**src/rtl/sent_rx_serial_decoder_pkg.sv**
```systemverilog
// sent_rx_serial_decoder_pkg: SENT slow-channel frame counts and decoder state encoding.
// Package sent_pkg, shared by the serial decoder and its interface; no ports.
package sent_pkg;
    localparam logic [4:0] SHORT_FRAMES     = 5'd16;
    localparam logic [4:0] ENH_FRAMES       = 5'd18;
    localparam logic [4:0] ENH_PREAMBLE     = 5'd6;
    localparam logic [4:0] ENH_ZERO_FRAME_A = 5'd13;
    localparam logic [4:0] ENH_ZERO_FRAME_B = 5'd18;
    typedef enum logic [1:0] {HUNT, PREAMBLE, COLLECT} state_t;
endpackage

```
**src/rtl/sent_rx_serial_decoder_if.sv**
```systemverilog
// sent_rx_serial_decoder_if: bundle between the fast-frame decoder, the serial decoder and the CRC checker.
// Inputs to the decoder: serial_mode, status_valid, status_nibble[3:0], frame_error.
// Outputs from the decoder: enable_crc_check_serial, data_short_to_check_crc[15:0],
//   enable_crc_check_enhanced, data_enhanced_to_check_crc[29:0], enhanced_config, sync_lost.
// master = upstream/downstream side, slave = the serial decoder.
interface sent_rx_serial_decoder_if;
    logic        serial_mode;
    logic        status_valid;
    logic [3:0]  status_nibble;
    logic        frame_error;
    logic        enable_crc_check_serial;
    logic [15:0] data_short_to_check_crc;
    logic        enable_crc_check_enhanced;
    logic [29:0] data_enhanced_to_check_crc;
    logic        enhanced_config;
    logic        sync_lost;
    modport master (
        output serial_mode, status_valid, status_nibble, frame_error,
        input  enable_crc_check_serial, data_short_to_check_crc,
               enable_crc_check_enhanced, data_enhanced_to_check_crc,
               enhanced_config, sync_lost
    );
    modport slave (
        input  serial_mode, status_valid, status_nibble, frame_error,
        output enable_crc_check_serial, data_short_to_check_crc,
               enable_crc_check_enhanced, data_enhanced_to_check_crc,
               enhanced_config, sync_lost
    );
endinterface

```
**src/rtl/sent_rx_serial_decoder.sv**
```systemverilog
// sent_rx_serial_decoder: assembles SENT short/enhanced serial messages from fast-frame status nibbles.
// Ports: clk (receive clock), reset (sync, active-high), bus (sent_rx_serial_decoder_if.slave):
//   status nibbles in, packed messages + one-cycle completion/sync_lost pulses out, all registered.
module sent_rx_serial_decoder
    import sent_pkg::*;
(
    input logic clk,
    input logic reset,
    sent_rx_serial_decoder_if.slave bus
);
    state_t      r_state;
    logic [4:0]  r_cnt;
    logic        r_mode;
    logic [15:0] r_short_sr;
    logic [5:0]  r_crc_sr;
    logic [23:0] r_payload;
    logic        r_en_short;
    logic [15:0] r_data_short;
    logic        r_en_enh;
    logic [29:0] r_data_enh;
    logic        r_config;
    logic        r_sync_lost;

    logic        w_b3;
    logic        w_b2;
    logic [4:0]  w_cnt_inc;
    logic [15:0] w_short_nxt;
    logic [5:0]  w_crc_nxt;
    logic [23:0] w_payload_nxt;
    logic        w_unused;

    assign w_b3          = bus.status_nibble[3];
    assign w_b2          = bus.status_nibble[2];
    assign w_cnt_inc     = r_cnt + 5'd1;
    assign w_short_nxt   = {r_short_sr[14:0], w_b2};
    assign w_crc_nxt     = {r_crc_sr[4:0], w_b2};
    assign w_payload_nxt = {r_payload[21:0], w_b2, w_b3};
    assign w_unused      = ^bus.status_nibble[1:0];

    assign bus.enable_crc_check_serial    = r_en_short;
    assign bus.data_short_to_check_crc    = r_data_short;
    assign bus.enable_crc_check_enhanced  = r_en_enh;
    assign bus.data_enhanced_to_check_crc = r_data_enh;
    assign bus.enhanced_config            = r_config;
    assign bus.sync_lost                  = r_sync_lost;

    always_ff @(posedge clk) begin
        if (reset) begin
            r_state      <= HUNT;
            r_cnt        <= 5'd0;
            r_mode       <= 1'b0;
            r_short_sr   <= 16'd0;
            r_crc_sr     <= 6'd0;
            r_payload    <= 24'd0;
            r_en_short   <= 1'b0;
            r_data_short <= 16'd0;
            r_en_enh     <= 1'b0;
            r_data_enh   <= 30'd0;
            r_config     <= 1'b0;
            r_sync_lost  <= 1'b0;
        end else begin
            r_en_short  <= 1'b0;
            r_en_enh    <= 1'b0;
            r_sync_lost <= 1'b0;
            r_mode      <= bus.serial_mode;
            // a format switch silently drops whatever was in progress
            if (bus.serial_mode != r_mode) begin
                r_state <= HUNT;
                r_cnt   <= 5'd0;
            end else if (bus.frame_error) begin
                r_sync_lost <= (r_state != HUNT);
                r_state     <= HUNT;
                r_cnt       <= 5'd0;
            end else if (bus.status_valid) begin
                if (!r_mode) begin
                    // b3=1 always starts a new short message, aborting any open one
                    if (w_b3) begin
                        r_sync_lost <= (r_state == COLLECT);
                        r_short_sr  <= w_short_nxt;
                        r_cnt       <= 5'd1;
                        r_state     <= COLLECT;
                    end else if (r_state == COLLECT) begin
                        r_short_sr <= w_short_nxt;
                        r_cnt      <= w_cnt_inc;
                        if (w_cnt_inc == SHORT_FRAMES) begin
                            r_en_short   <= 1'b1;
                            r_data_short <= w_short_nxt;
                            r_state      <= HUNT;
                        end
                    end
                end else if (r_state != COLLECT) begin
                    // preamble frames feed the crc; longer runs keep only the last six
                    if (w_b3) begin
                        r_crc_sr <= w_crc_nxt;
                        r_cnt    <= (r_state == HUNT) ? 5'd1 : (r_cnt == ENH_PREAMBLE) ? ENH_PREAMBLE : w_cnt_inc;
                        r_state  <= PREAMBLE;
                    end else if (r_state == PREAMBLE) begin
                        r_cnt     <= (r_cnt == ENH_PREAMBLE) ? w_cnt_inc : 5'd0;
                        r_payload <= w_payload_nxt;
                        r_state   <= (r_cnt == ENH_PREAMBLE) ? COLLECT : HUNT;
                    end
                end else if (w_b3 && (w_cnt_inc == ENH_ZERO_FRAME_A || w_cnt_inc == ENH_ZERO_FRAME_B)) begin
                    // the offending b3=1 frame is taken as preamble frame 1 of a new message
                    r_sync_lost <= 1'b1;
                    r_crc_sr    <= w_crc_nxt;
                    r_cnt       <= 5'd1;
                    r_state     <= PREAMBLE;
                end else begin
                    r_payload <= w_payload_nxt;
                    r_cnt     <= w_cnt_inc;
                    if (w_cnt_inc == ENH_FRAMES) begin
                        r_en_enh   <= 1'b1;
                        r_data_enh <= {w_payload_nxt, r_crc_sr};
                        r_config   <= w_payload_nxt[20];
                        r_state    <= HUNT;
                    end
                end
            end
        end
    end
endmodule

```
**src/flat_wrapper.sv**
```systemverilog
// flat-port wrapper written by rule: the top's interface ports become plain ports
module sent_rx_serial_decoder_flat import sent_pkg::*;
  (clk, reset, bus_serial_mode, bus_status_valid, bus_status_nibble, bus_frame_error, bus_enable_crc_check_serial, bus_data_short_to_check_crc, bus_enable_crc_check_enhanced, bus_data_enhanced_to_check_crc, bus_enhanced_config, bus_sync_lost);
  sent_rx_serial_decoder_if bus_i ();
  input logic clk;
  input logic reset;
  input wire logic [$bits(bus_i.serial_mode)-1:0] bus_serial_mode;
  input wire logic [$bits(bus_i.status_valid)-1:0] bus_status_valid;
  input wire logic [$bits(bus_i.status_nibble)-1:0] bus_status_nibble;
  input wire logic [$bits(bus_i.frame_error)-1:0] bus_frame_error;
  output wire logic [$bits(bus_i.enable_crc_check_serial)-1:0] bus_enable_crc_check_serial;
  output wire logic [$bits(bus_i.data_short_to_check_crc)-1:0] bus_data_short_to_check_crc;
  output wire logic [$bits(bus_i.enable_crc_check_enhanced)-1:0] bus_enable_crc_check_enhanced;
  output wire logic [$bits(bus_i.data_enhanced_to_check_crc)-1:0] bus_data_enhanced_to_check_crc;
  output wire logic [$bits(bus_i.enhanced_config)-1:0] bus_enhanced_config;
  output wire logic [$bits(bus_i.sync_lost)-1:0] bus_sync_lost;
  assign bus_i.serial_mode = bus_serial_mode;
  assign bus_i.status_valid = bus_status_valid;
  assign bus_i.status_nibble = bus_status_nibble;
  assign bus_i.frame_error = bus_frame_error;
  assign bus_enable_crc_check_serial = bus_i.enable_crc_check_serial;
  assign bus_data_short_to_check_crc = bus_i.data_short_to_check_crc;
  assign bus_enable_crc_check_enhanced = bus_i.enable_crc_check_enhanced;
  assign bus_data_enhanced_to_check_crc = bus_i.data_enhanced_to_check_crc;
  assign bus_enhanced_config = bus_i.enhanced_config;
  assign bus_sync_lost = bus_i.sync_lost;
  sent_rx_serial_decoder u_core (.clk(clk), .reset(reset), .bus(bus_i));
endmodule
```
**config.mk**
```make
export PLATFORM = sky130hd
export DESIGN_NAME = sent_rx_serial_decoder_flat
export DESIGN_NICKNAME = d
export VERILOG_FILES = /design/src/rtl/sent_rx_serial_decoder_pkg.sv /design/src/rtl/sent_rx_serial_decoder_if.sv /design/src/rtl/sent_rx_serial_decoder.sv /design/src/flat_wrapper.sv
export SDC_FILE = /design/constraint.sdc
export NUM_CORES = 1
export LEC_CHECK = 0
export CAP_MARGIN = 20
export CORE_UTILIZATION = 55
export DETAILED_ROUTE_END_ITERATION = 12
export PLACE_DENSITY = 0.79
export REMOVE_ABC_BUFFERS = 1
export SYNTH_ARGS = -nofsm -noshare
export SYNTH_HDL_FRONTEND = slang
export SYNTH_SLANG_ARGS = --single-unit
```
**constraint.sdc**
```tcl
create_clock -name clk -period 3.8 [get_ports clk]
set_input_delay 0.76 -clock clk [delete_from_list [all_inputs] [get_ports clk]]
set_output_delay 0.76 -clock clk [all_outputs]
set_load 0.02 [all_outputs]
```
## Word level (Yosys, flattened, before mapping)

Cells that the tools add are included.

| operators by class | value |
|---|---|
| bitwise gates (word level) | 8 |
| muxes and demuxes | 37 |
| multiply operators | 0 |
| shift-type cells | 0 |
| reductions and logical operators | 19 |
| div/mod/pow operators | 0 |
| magnitude comparators | 0 |
| add/sub/neg operators | 1 |
| equality and inequality tests | 14 |

Operator list:

| cell | count |
|---|---|
| 22-bit two-way mux | 4 |
| 5-bit two-way mux | 10 |
| 15-bit two-way mux | 2 |
| 7-bit AND reduction | 3 |
| 2-bit two-way mux | 10 |
| 6-bit two-way mux | 3 |
| 7-bit OR reduction | 2 |
| 5-bit equality test, second input constant | 2 |
| 5-bit AND reduction | 2 |
| 1-bit two-way mux | 8 |
| 2-bit inequality test, second input constant | 4 |
| 4-bit inequality test, second input constant | 2 |
| 1-bit NOT | 8 |
| 6-bit AND reduction | 1 |
| 2-bit nonzero test | 3 |
| 3-bit nonzero test | 2 |
| 5-bit by 1-bit adder with 5-bit output, second input constant | 1 |
| 5-bit by 3-bit equality test with 1-bit output, second input constant | 1 |
| 5-bit by 4-bit equality test with 1-bit output, second input constant | 1 |
| 3-bit AND reduction | 1 |
| 3-bit OR reduction | 1 |
| 2-bit by 1-bit equality test with 1-bit output, second input constant | 1 |
| 2-bit equality test, second input constant | 1 |
| 2-bit logical NOT | 1 |
| 5 further kinds | 5 |

| storage, ports and cells | value |
|---|---|
| memory bits (writable) | 0 |
| flip-flop bits (word level) | 101 |
| bits in latches | 0 |
| logic and storage cells | 91 |
| bits in read-only memories | 0 |
| memories | 0 |
| input port bits | 9 |

## Logic depth before layout (Yosys ltp)

Gate-level depths: netlist of run 1.

| depth | value |
|---|---|
| depth in word-level cells | 9 |
| depth in mapped cells | 9 |

## Least setup slack after synthesis of run 1

OpenSTA, ideal clock, no wires.

| timing | value |
|---|---|
| path type | in2reg |
| from | input bus_status_nibble[3] |
| to | register u_core.r_crc_sr[5] |
| arrival | 1.959 ns |
| setup slack | 1.713 ns |
| library setup time | 0.128 ns |
| cell stages on the path | 6 |
| path through | clkbuf_1 > clkbuf_1 > nand2_1 > a31oi_4 > mux2i_1 > nor2_1 |

| on the way | value |
|---|---|
| word-level cells in the longest chain between the ends | 3 |

RTL lines:

| item | RTL line | source |
|---|---|---|
| start, declared | flat_wrapper.sv:9 | `input wire logic [$bits(bus_i.status_nibble)-1:0] bus_status_nibble;` |
| 1-bit logical AND | sent_rx_serial_decoder.sv:102 | `end else if (w_b3 && (w_cnt_inc == ENH_ZERO_FRAME_A \|\| w_cnt_inc == ENH_ZERO_FRAME_B)) begin` |
| 2-bit nonzero test (no line) | n/a |  |
| 6-bit AND reduction (no line) * | n/a |  |
| end signal, assigned | sent_rx_serial_decoder.sv:94 | `r_crc_sr <= w_crc_nxt;` |
| end signal, assigned | sent_rx_serial_decoder.sv:105 | `r_crc_sr <= w_crc_nxt;` |
| end, declared | sent_rx_serial_decoder.sv:15 | `logic [5:0] r_crc_sr;` |

Mark *: on every way between the ends. The rest lies on a longest branch, timed or not.
A chain may end at the register's enable or synchronous reset.

## Worst setup path in the final report of run 1

| timing | value |
|---|---|
| from | register u_core.r_cnt[0] |
| to | register u_core.r_payload[21] |

| on the way | value |
|---|---|
| word-level cells in the longest chain between the ends | 6 |

RTL lines:

| item | RTL line | source |
|---|---|---|
| start, declared | sent_rx_serial_decoder.sv:12 | `logic [4:0] r_cnt;` |
| start signal, assigned | sent_rx_serial_decoder.sv:84 | `r_cnt <= w_cnt_inc;` |
| start signal, assigned | sent_rx_serial_decoder.sv:95 | `r_cnt <= (r_state == HUNT) ? 5'd1 : (r_cnt == ENH_PREAMBLE) ? ENH_PREAMBLE : w_cnt_inc;` |
| start signal, assigned | sent_rx_serial_decoder.sv:98 | `r_cnt <= (r_cnt == ENH_PREAMBLE) ? w_cnt_inc : 5'd0;` |
| 5-bit by 1-bit adder with 5-bit output * | sent_rx_serial_decoder.sv:34 | `assign w_cnt_inc = r_cnt + 5'd1;` |
| 5-bit by 4-bit equality test with 1-bit output / 5-bit equality test (equally long branches) | sent_rx_serial_decoder.sv:102 |  |
| 1-bit logical OR * | sent_rx_serial_decoder.sv:102 |  |
| 1-bit logical AND * | sent_rx_serial_decoder.sv:102 |  |
| 2-bit by 1-bit inequality test with 1-bit output (no line) * | n/a |  |
| 7-bit AND reduction (no line) * | n/a |  |
| end signal, assigned | sent_rx_serial_decoder.sv:99 | `r_payload <= w_payload_nxt;` |
| end signal, assigned | sent_rx_serial_decoder.sv:109 | `r_payload <= w_payload_nxt;` |
| end, declared | sent_rx_serial_decoder.sv:16 | `logic [23:0] r_payload;` |

Marked as above.

==> summary.txt, run 1 <==
Outcome
  • Outcome: complete, no violations

Synthesis
  • EDFF count, synth: 0
  • Post-Syn Instances: 413
  • Syn_area_per_cell: 10.2 sq um
  • Yosys reg bits: 100
  • Top FF cell, synth: dfxtp_1
  • Asr flop ratio synth: 0
  • Distinct cell type count after synthesis: 55
  • Seq/Total Area, Yosys: 0.475
  • Yosys warns: 0
  • Post-Synthesis Cell Area: 4220 sq um

Finish
  • Share of cells above drive strength 1: 0.0691
  • Ant diodes: 0
  • # fillers: 577
  • Layout Area Growth over Synthesis: 18.6%
  • Final-stage net count: 473
  • Final instance area: 5000 sq um

CTS
  • Hold Buf Count CTS: 0
  • Root Buffer: clkbuf_8
  • CTS HTree Levels: 3
  • Clock-pin slew on the worst setup and hold paths: 90 ps
  • CTS tree: yes
  • Clk Latency, worst-skew pair: 350 ps
  • CTS sink count: 100
  • Post CTS Setup Buffer Count: 0
  • Clock buffer depth: 2
  • CTS Buf Count: 9
  • Quantity of gates resized following cts: 0

Power and ir drop
  • Power density over cell area: 369 nW/um^2
  • Sw frac: 0.210
  • Clock power share: 0.401
  • Internal power: 1.46 mW
  • P_leak: 1.76 nW
  • Switching pwr: 0.387 mW
  • Gate power share: 0.029
  • Seq pwr share: 0.569
  • IR drop worst, VDD: 302 uV

Critical path
  • CP Capture Type: flop
  • R2R setup slack: 1170 ps
  • Worst endpoint required time: 4080 ps
  • Critical R2R Capture: u_core.r_payload[21]
  • Worst reg2reg path startpoint: u_core.r_cnt[0]
  • Critical path class: flop to flop
  • WP data arrival: 2910 ps
  • CP startpoint kind: flop
  • CP Max Fanout: 21
  • Register-to-Register Path Depth: 8

Place
  • Final HPWL DP: 5160 um
  • # port buffers: 56
  • Area after DPL: 4780 sq um
  • GP Congestion: 0.874
  • Pre-CTS setup slack: 889 ps

Timing
  • Slew Viols, Final: 0
  • Final TNS setup: 0 ps
  • Unrepaired setup endpoints after global routing: no
  • Fin. Hold Viols: 0
  • Fin crit period: 2630 ps
  • Hold WS: 478 ps
  • Slew Limit Headroom: 0.358
  • Worst clock skew: 9.77 ps
  • Max frequency: 380 MHz
  • Final worst setup slack: 1170 ps
  • Worst Tran Pin Value: 960 ps
  • Fin crit share: 0.692
  • Final setup vio count: 0

Global route
  • First-pass GRT wire length: 12,600 um
  • Tot GR Track Use: 0.205
  • Pin count of the biggest net entering global routing: 46
  • Antenna violations before repair: 0
  • Number of global-route vias before repair: 2,750
  • Grt total ovfl: 0

Drt
  • Routed vias: 2,965
  • # DRC: 0
  • Pre-antenna DRT Iters: 4
  • Via-to-Cell Ratio: 5.28
  • WL/cell: 13.6 um
  • ANT nets after route: 0
  • Initial DRC Count: 126
  • Post-Route WL: 7650 um

Job
  • Max_cap viols: 0

Floorplanning
  • Core area: 7330 sq um
  • DIE AREA: 8020 sq um
  • Die H: 89.5 um
  • Initial Utilization: 0.575
  • Die Wd: 89.5 um
  • Rows: 31
  • I/O pins: 59

Worst hold path
  • Hold Path End: u_core.bus.data_enhanced_to_check_crc[6]
  • Start point of the worst hold path: u_core.bus.data_enhanced_to_check_crc[6]
  • Hold path cells: 1
  • Hold Crit Class: flop to flop
synthesized netlist by cell type (all sizes together), types with 5 or more instances:
library cell	count	area, sq um
clkbuf	13	48.8
dfxtp	100	2000
nand2	12	45.0
mux2i	88	881
a21oi	7	46.3
buf	14	128
o21ai	9	48.8
ha	5	62.6
nand2b	25	156
nor2	79	304
nor2b	6	37.5
critical path, stage by stage, from the launching register on:
cell	delay, ps
dfxtp_1	420
ha_1	320
and2_1	200
a21oi_1	180
o21a_1	490
nand3_4	170
a21boi_4	180
buf_4	350
mux2i_1	250
layer usage:
metal	part of all wire	track usage
met5	0	0
met4	0.013	0.0851
met3	0.050	0.0572
met2	0.47	0.337
met1	0.47	0.253
logic make-up after synthesis:
family	synth area share
DFF	0.475
adders and majority gates	0.0148
and+or+nand+nor	0.176
xor gates and xnor gates	0.00416
AOI/OAI and AO/OA	0.0766
buffers and inverters	0.0445
muxes	0.209
registers in the layout (all words and copies together) (netlist names), 2 cells and up:
signal	cells
u_core.r_state	2
u_core.r_cnt	5
u_core.bus.data_enhanced_to_check_crc	30
u_core.r_short_sr	15
u_core.r_payload	22
u_core.r_crc_sr	6
u_core.bus.data_short_to_check_crc	16
metrics by stage:
stage          instances  power, mW  utilization
6_report             562       1.84        0.682
5_1_grt              562       1.92        0.682
4_1_cts              562       1.87        0.682
3_5_place_dp         547       1.13        0.651
3_3_place_gp         547       1.13        0.651
2_1_floorplan        386       1.10            -
area by class of cell:
class,instances,area (sq um),area share
clock buffer,10,138,0.0275
clock inverter,5,85.1,0.0170
inverter,3,11.3,0.00225
multi-input combinational,283,2030,0.405
sequential,100,2000,0.401
tap,99,124,0.0248
timing repair buffer,62,613,0.123
power groups by stage:
| stage | Combinational, mW | Clock, mW | Sequential [mW] |
|---|---|---|---|
| global route | 0.0591 | 0.807 | 1.05 |
| detailed placement | 0.0536 | 0 | 1.08 |
| global placement | 0.0539 | 0 | 1.08 |
| finish | 0.0539 | 0.740 | 1.05 |
| CTS | 0.0538 | 0.763 | 1.05 |
| floorplan | 0.0239 | 0 | 1.07 |
cell usage in the layout (no fill, tap or decap), types with 2 or more instances in the layout:
cell type          n
a31oi_1            2
nor3b_1            3
mux2i_1           88
nor2b_1            6
nand4_1            2
bufinv_16          2
nand3_1            3
nand4b_1           3
a21oi_1            6
nand2b_1          25
o21ai_0            6
nand2_1           12
nor2_1            78
and2_1             3
nor3_1             4
o21a_1             2
clkdlybuf4s50_1   55
o31ai_1            2
buf_4              5
clkbuf_8          10
dfxtp_1          100
and3_1             2
ha_1               5
inv_1              3
o21ai_1            2
worst max path at each step:
stage,slack (ps),startpoint,endpoint,cells past startpoint
after global routing,1010,u_core.r_cnt[0],u_core.r_payload[5],8
after floorplan,1380,u_core.r_cnt[0],u_core.r_payload[10],7
final,1170,u_core.r_cnt[0],u_core.r_payload[21],8
after CTS,1180,u_core.r_cnt[0],u_core.r_payload[21],8
after global placement,910,bus_status_valid,u_core.bus.data_enhanced_to_check_crc[17],8
after detailed placement,890,bus_status_valid,u_core.bus.data_enhanced_to_check_crc[16],8
Power figures use the tool's default switching activity.
==> inputs of run 2 (changes only) <==
CORE_UTILIZATION = 54   (was 55)
PLACE_DENSITY = 0.78   (was 0.79)
clock period = 2.5 ns   (was 3.8 ns; I/O delays follow)
==> run 2 against run 1 <==
Effect of this change: sequential share of layout area down 0.78 points; clock-buffer cell count did not move; largest cell class unchanged; global-route usage decreased by 0.41 points; die area up 1.8%; clock power up 33%; critical path type unchanged; sequential power up 52%; fmax up 19%; non-clock buffer count grew 12; hold slack improved by 2.0 ps; via count is 2.5% higher; routed wire length is 0.17% higher.
==> summary.txt, run 2 (synthesized netlist as in run 1, its figures left out) <==
Timing
  • Slew Viols, Final: 0 (unchanged)
  • Hold WS: 480 ps (+1.97 ps)
  • Final worst setup slack: 298 ps (-874 ps)
  • Fin. Hold Viols: 0 (unchanged)
  • Slew Limit Headroom: 0.349 (-0.00959)
  • Worst clock skew: 14.1 ps (+4.35 ps)
  • Fin crit share: 0.881 (+0.189)
  • Worst Tran Pin Value: 977 ps (+16.4 ps)
  • Fin crit period: 2200 ps (-426 ps)
  • Unrepaired setup endpoints after global routing: no
  • Final TNS setup: 0 ps (unchanged)
  • Final setup vio count: 0 (unchanged)
  • Max frequency: 454 MHz (+19%)

Worst hold path
  • Hold Crit Class: flop to flop

Power and ir drop
  • P_leak: 1.82 nW (+3.2%)
  • IR drop worst, VDD: 336 uV (+11%)
  • Total power: 2.67 mW (+45%)
  • Power density over cell area: 523 nW/um^2 (+42%)

Place
  • # port buffers: 56 (unchanged)
  • Pre-CTS setup slack: 118 ps (-771 ps)
  • Area after DPL: 4900 sq um (+2.7%)
  • Final HPWL DP: 5380 um (+4.3%)
  • Placed Cells incl. Taps: 559 (+2.2%)
  • GP Congestion: 0.842 (-3.7%)

Drt
  • Via-to-Cell Ratio: 5.29 (+0.18%)
  • Highest routed layer: met4
  • WL met2: 3590 um (-0.31%)
  • Initial DRC Count: 110 (-13%)
  • WL/cell: 13.3 um (-2.1%)
  • # DRC: 0 (unchanged)
  • ANT nets after route: 0 (unchanged)
  • Routed vias: 3,039 (+2.5%)
  • Met3 Routed Length: 412 um (+8.1%)
  • Routed length on met1: 3530 um (-0.90%)
  • Pre-antenna DRT Iters: 4 (unchanged)
  • Post-Route WL: 7660 um (+0.17%)

CTS
  • CTS Buf Count: 9 (unchanged)
  • Clock buffer depth: 2 (unchanged)
  • CTS tree: yes
  • Clk Latency, worst-skew pair: 380 ps (+30 ps)
  • CTS HTree Levels: 3 (unchanged)
  • CTS sink count: 100 (unchanged)
  • Post CTS Setup Buffer Count: 0 (unchanged)
  • Quantity of gates resized following cts: 0 (unchanged)
  • Root Buffer: clkbuf_8
  • Clock-pin slew on the worst setup and hold paths: 100 ps (about the same)
  • Hold Buf Count CTS: 0 (unchanged)

Finish
  • Ant diodes: 0 (unchanged)
  • Final instance area: 5100 sq um (+2.0%)
  • Sequential Area: 2000 sq um (unchanged)
  • Most common cell after layout, fill and taps aside: dfxtp_1
  • # fillers: 592 (+2.6%)
  • Commonest non-fill, non-tap cells in the layout: dfxtp_1 (100), mux2i_1 (88), nor2_1 (78)
  • Layout Area Growth over Synthesis: 20.9%
  • Final design utilization: 0.688 (+0.00620)
  • Max FFs per register: 30 (unchanged)
  • Footprint of the multi-input gates: 2030 sq um (unchanged)
  • Final-stage net count: 485 (+2.5%)
  • Non-Filler Instances: 575 (+2.3%)
  • Share of cells above drive strength 1: 0.0945 (+0.0254)

Floorplanning
  • Initial Utilization: 0.569 (-0.00602)
  • Core area: 7410 sq um (+1.1%)
  • DIE AREA: 8160 sq um (+1.8%)
  • Rows: 31 (unchanged)
  • Die H: 90.4 um (+0.90%)
  • I/O pins: 59 (unchanged)
  • Die Wd: 90.4 um (+0.90%)

Critical path
  • CP startpoint kind: flop
  • CP Max Fanout: 6 (-71%)
  • Worst endpoint required time: 2770 ps (-1310 ps)
  • Critical path class: flop to flop
  • WP data arrival: 2470 ps (-440 ps)
  • R2R setup slack: 300 ps (-870 ps)
  • CP Capture Type: flop

Global route
  • Pin count of the biggest net entering global routing: 36 (-22%)
  • First-pass GRT wire length: 13,200 um (+4.8%)
  • Grt total ovfl: 0 (unchanged)
  • Number of global-route vias before repair: 2,830 (+2.9%)
  • Tot GR Track Use: 0.201 (-0.00411)
  • Antenna violations before repair: 0 (unchanged)

Outcome
  • Outcome: complete, no violations

Job
  • Max_cap viols: 0 (unchanged)
## run 2: cell types whose count changed in the layout (fill, tap and decap cells not counted), sizes merged
| cell | change |
|---|---|
| buf | +12 |
| bufinv | -2 |
| clkinv | +2 |
| inv | +1 |
## run 2: per-layer routing
| metal | global-route usage | up-vias |
|---|---|---|
| li1 | - | 1547 |
| met1 | 0.249 | 1422 |
| met2 | 0.321 | 59 |
| met3 | 0.0665 | 11 |
| met4 | 0.0820 | 0 |
| met5 | 0 | - |
## run 2: report_power, final
group          internal, mW  switching, mW  total, mW
combinational        0.0356         0.0540     0.0896
sequential             1.59        0.00339       1.60
clock                 0.406          0.575      0.981
total                  2.03          0.633       2.67
## run 2: final cells by class
class	count	share of cell area
Clock buffer	10	0.0270
Clock inverter	6	0.0110
Inverter	3	0.00221
Multi-Input combinational cell	283	0.397
Sequential cell	100	0.393
Tap cell	99	0.0243
Timing Repair Buffer	74	0.145
## run 2: worst max-delay path, cell delays in order, from the launching register on
cell	delay [ps]
dfxtp_1	430
ha_1	280
and2_1	180
a21oi_1	90
o21a_1	310
buf_4	210
a31oi_1	310
nor3b_1	100
o22a_1	200
## run 2: path summary, 6_finish.rpt
kind / startpoint / to / cells after the start
setup / recovery: u_core.r_cnt[0] / u_core.r_cnt[4] / 8
hold / removal: u_core.r_payload[20] / u_core.r_payload[20] / 2
setup reg to reg: u_core.r_cnt[0] / u_core.r_cnt[4] / 8
hold reg to reg: u_core.r_payload[20] / u_core.r_payload[20] / 2
==> inputs of run 3 (changes only) <==
clock period = 2.4 ns   (was 2.5 ns; I/O delays follow)
==> run 3 against run 2 <==
Effect of this change: design area decreased by 0.12%; sequential power increased by 4%; fmax decreased by 1.5%; core utilization decreased by 0.084 points; routed wire length increased by 2.5%; combinational power increased by 6.0%; clock power about the same; flip-flop and latch count unchanged; largest cell class unchanged.
==> summary.txt, run 3 (synthesized netlist as in run 1, its figures left out) <==
Timing
  • Worst clock skew: 9.28 ps (-4.84 ps)
  • Fin crit period: 2230 ps (+33.2 ps)
  • Fin. Hold Viols: 0 (unchanged)
  • Max frequency: 447 MHz (-1.5%)
  • Slew Viols, Final: 0 (unchanged)
  • Final setup vio count: 0 (unchanged)
  • Fin crit share: 0.931 (+0.0505)
  • Worst Tran Pin Value: 984 ps (+6.87 ps)
  • Slew Limit Headroom: 0.344 (-0.00467)
  • Unrepaired setup endpoints after global routing: no

Finish
  • Final design utilization: 0.687 (-0.000844)
  • Final-stage net count: 487 (+0.41%)
  • Ant diodes: 0 (unchanged)
  • # fillers: 572 (-3.4%)
  • Commonest non-fill, non-tap cells in the layout: dfxtp_1 (100), mux2i_1 (88), nor2_1 (78)
  • Share of cells above drive strength 1: 0.0962 (+0.00170)
  • Non-Filler Instances: 577 (+0.35%)
  • Layout Area Growth over Synthesis: 20.8%
  • Max FFs per register: 30 (unchanged)
  • Most common cell after layout, fill and taps aside: dfxtp_1

Place
  • Final HPWL DP: 5370 um (-0.28%)
  • # port buffers: 56 (unchanged)
  • Placed Cells incl. Taps: 561 (+0.36%)
  • GP Congestion: 0.884 (+5.1%)

CTS
  • Root Buffer: clkbuf_8
  • CTS sink count: 100 (unchanged)
  • Clk Latency, worst-skew pair: 360 ps (-20 ps)
  • CTS tree: yes
  • Quantity of gates resized following cts: 0 (unchanged)
  • CTS HTree Levels: 3 (unchanged)
  • CTS Buf Count: 9 (unchanged)
  • Clock buffer depth: 2 (unchanged)
  • Clock-pin slew on the worst setup and hold paths: 100 ps (about the same)
  • Post CTS Setup Buffer Count: 0 (unchanged)
  • Hold Buf Count CTS: 0 (unchanged)

Floorplanning
  • Die Wd: 90.4 um (unchanged)
  • Initial Utilization: 0.569 (unchanged)
  • Core area: 7410 sq um (unchanged)
  • Die H: 90.4 um (unchanged)
  • DIE AREA: 8160 sq um (unchanged)
  • I/O pins: 59 (unchanged)
  • Rows: 31 (unchanged)

Global route
  • Grt total ovfl: 0 (unchanged)
  • First-pass GRT wire length: 13,500 um (+2.6%)
  • GR peak layer: met2
  • Global routing met1 resource utilization: 0.262 (+0.0132)
  • Antenna violations before repair: 0 (unchanged)
  • Tot GR Track Use: 0.204 (+0.00277)
  • Pin count of the biggest net entering global routing: 36 (unchanged)
  • M3 GR Usage: 0.0446 (-0.0219)
  • Number of global-route vias before repair: 2,893 (+2.2%)
  • Grt met2 use: 0.336 (+0.0146)

Drt
  • Via-to-Cell Ratio: 5.22 (-1.2%)
  • Pre-antenna DRT Iters: 4 (unchanged)
  • Post-Route WL: 7850 um (+2.5%)
  • WL/cell: 13.6 um (+2.2%)
  • # DRC: 0 (unchanged)
  • ANT nets after route: 0 (unchanged)
  • Routed vias: 3,014 (-0.82%)
  • Initial DRC Count: 160 (+45%)

Critical path
  • Critical path class: flop to flop
  • WP data arrival: 2520 ps (+50 ps)
  • CP startpoint kind: flop
  • CP Max Fanout: 21 (+15)
  • Worst endpoint required time: 2680 ps (-90 ps)
  • CP Capture Type: flop

Power and ir drop
  • P_leak: 1.81 nW (-0.29%)
  • IR drop worst, VDD: 432 uV (+28%)
  • Power density over cell area: 543 nW/um^2 (+3.8%)

Worst hold path
  • Hold Crit Class: flop to flop

Job
  • Max_cap viols: 0 (unchanged)

Outcome
  • Outcome: complete, no violations
run 3: cell count changes in the layout (fill, tap and decap cells not counted):
cell	previous run	this run
clkinv_4	2	0
inv_8	0	1
buf_4	14	17
clkinvlp_4	0	2
buf_12	4	3
clkinv_2	1	0
clkbuf_1	0	1
clkinv_8	1	0
run 3: path summary, 6_finish.rpt:
check | startpoint | to | slack [ps] | depth (start not counted)
setup / recovery | u_core.r_cnt[0] | u_core.r_payload[8] | 170 | 8
hold / removal | u_core.bus.data_enhanced_to_check_crc[6] | u_core.bus.data_enhanced_to_check_crc[6] | 480 | 1
setup reg to reg | u_core.r_cnt[0] | u_core.r_payload[8] | 170 | 8
hold reg to reg | u_core.bus.data_enhanced_to_check_crc[6] | u_core.bus.data_enhanced_to_check_crc[6] | 480 | 1
run 3: critical path: stages (launching register included):
cell	delay (ps)
dfxtp_1	360
ha_1	260
and2_1	190
a21oi_1	190
o21a_1	410
nand3_4	160
a21boi_4	180
buf_12	210
mux2i_1	210
run 3: metal layers:
| layer | vias to the layer above | wire length (um) |
|---|---|---|
| met5 | - | 0 |
| met4 | 0 | 96 |
| met3 | 7 | 325 |
| met2 | 55 | 3700 |
| met1 | 1420 | 3730 |
| li1 | 1532 | - |
run 3: area by class of cell:
type                       instances  area (sq um)  area share
inverter                           3          11.3     0.00221
tap                               99           124      0.0243
multi-input combinational        283          2030       0.398
sequential                       100          2000       0.393
clock buffer                      11           141      0.0278
clock inverter                     5          43.8     0.00860
timing repair buffer              76           743       0.146
run 3: power by group:
| group | internal [mW] | switching, mW |
|---|---|---|
| registers | 1.66 | 0.00354 |
| logic | 0.0382 | 0.0568 |
| clock network | 0.421 | 0.587 |
| total | 2.12 | 0.647 |
run 3: per-stage QoR:
| stage | power (mW) | worst slack, ps | hold WS [ps] | cell area (sq um) | setup TNS [ps] |
|---|---|---|---|---|---|
| 2_1_floorplan | 1.74 | -16.3 | 448 | 4040 | -342 |
| 3_3_place_gp | 1.80 | 61.0 | 461 | 4910 | 0 |
| 3_5_place_dp | 1.80 | 56.3 | 467 | 4910 | 0 |
| 4_1_cts | 2.80 | 161 | 482 | 5090 | 0 |
| 5_1_grt | 2.88 | 51.7 | 504 | 5090 | 0 |
| 6_report | 2.77 | 165 | 481 | 5090 | 0 |
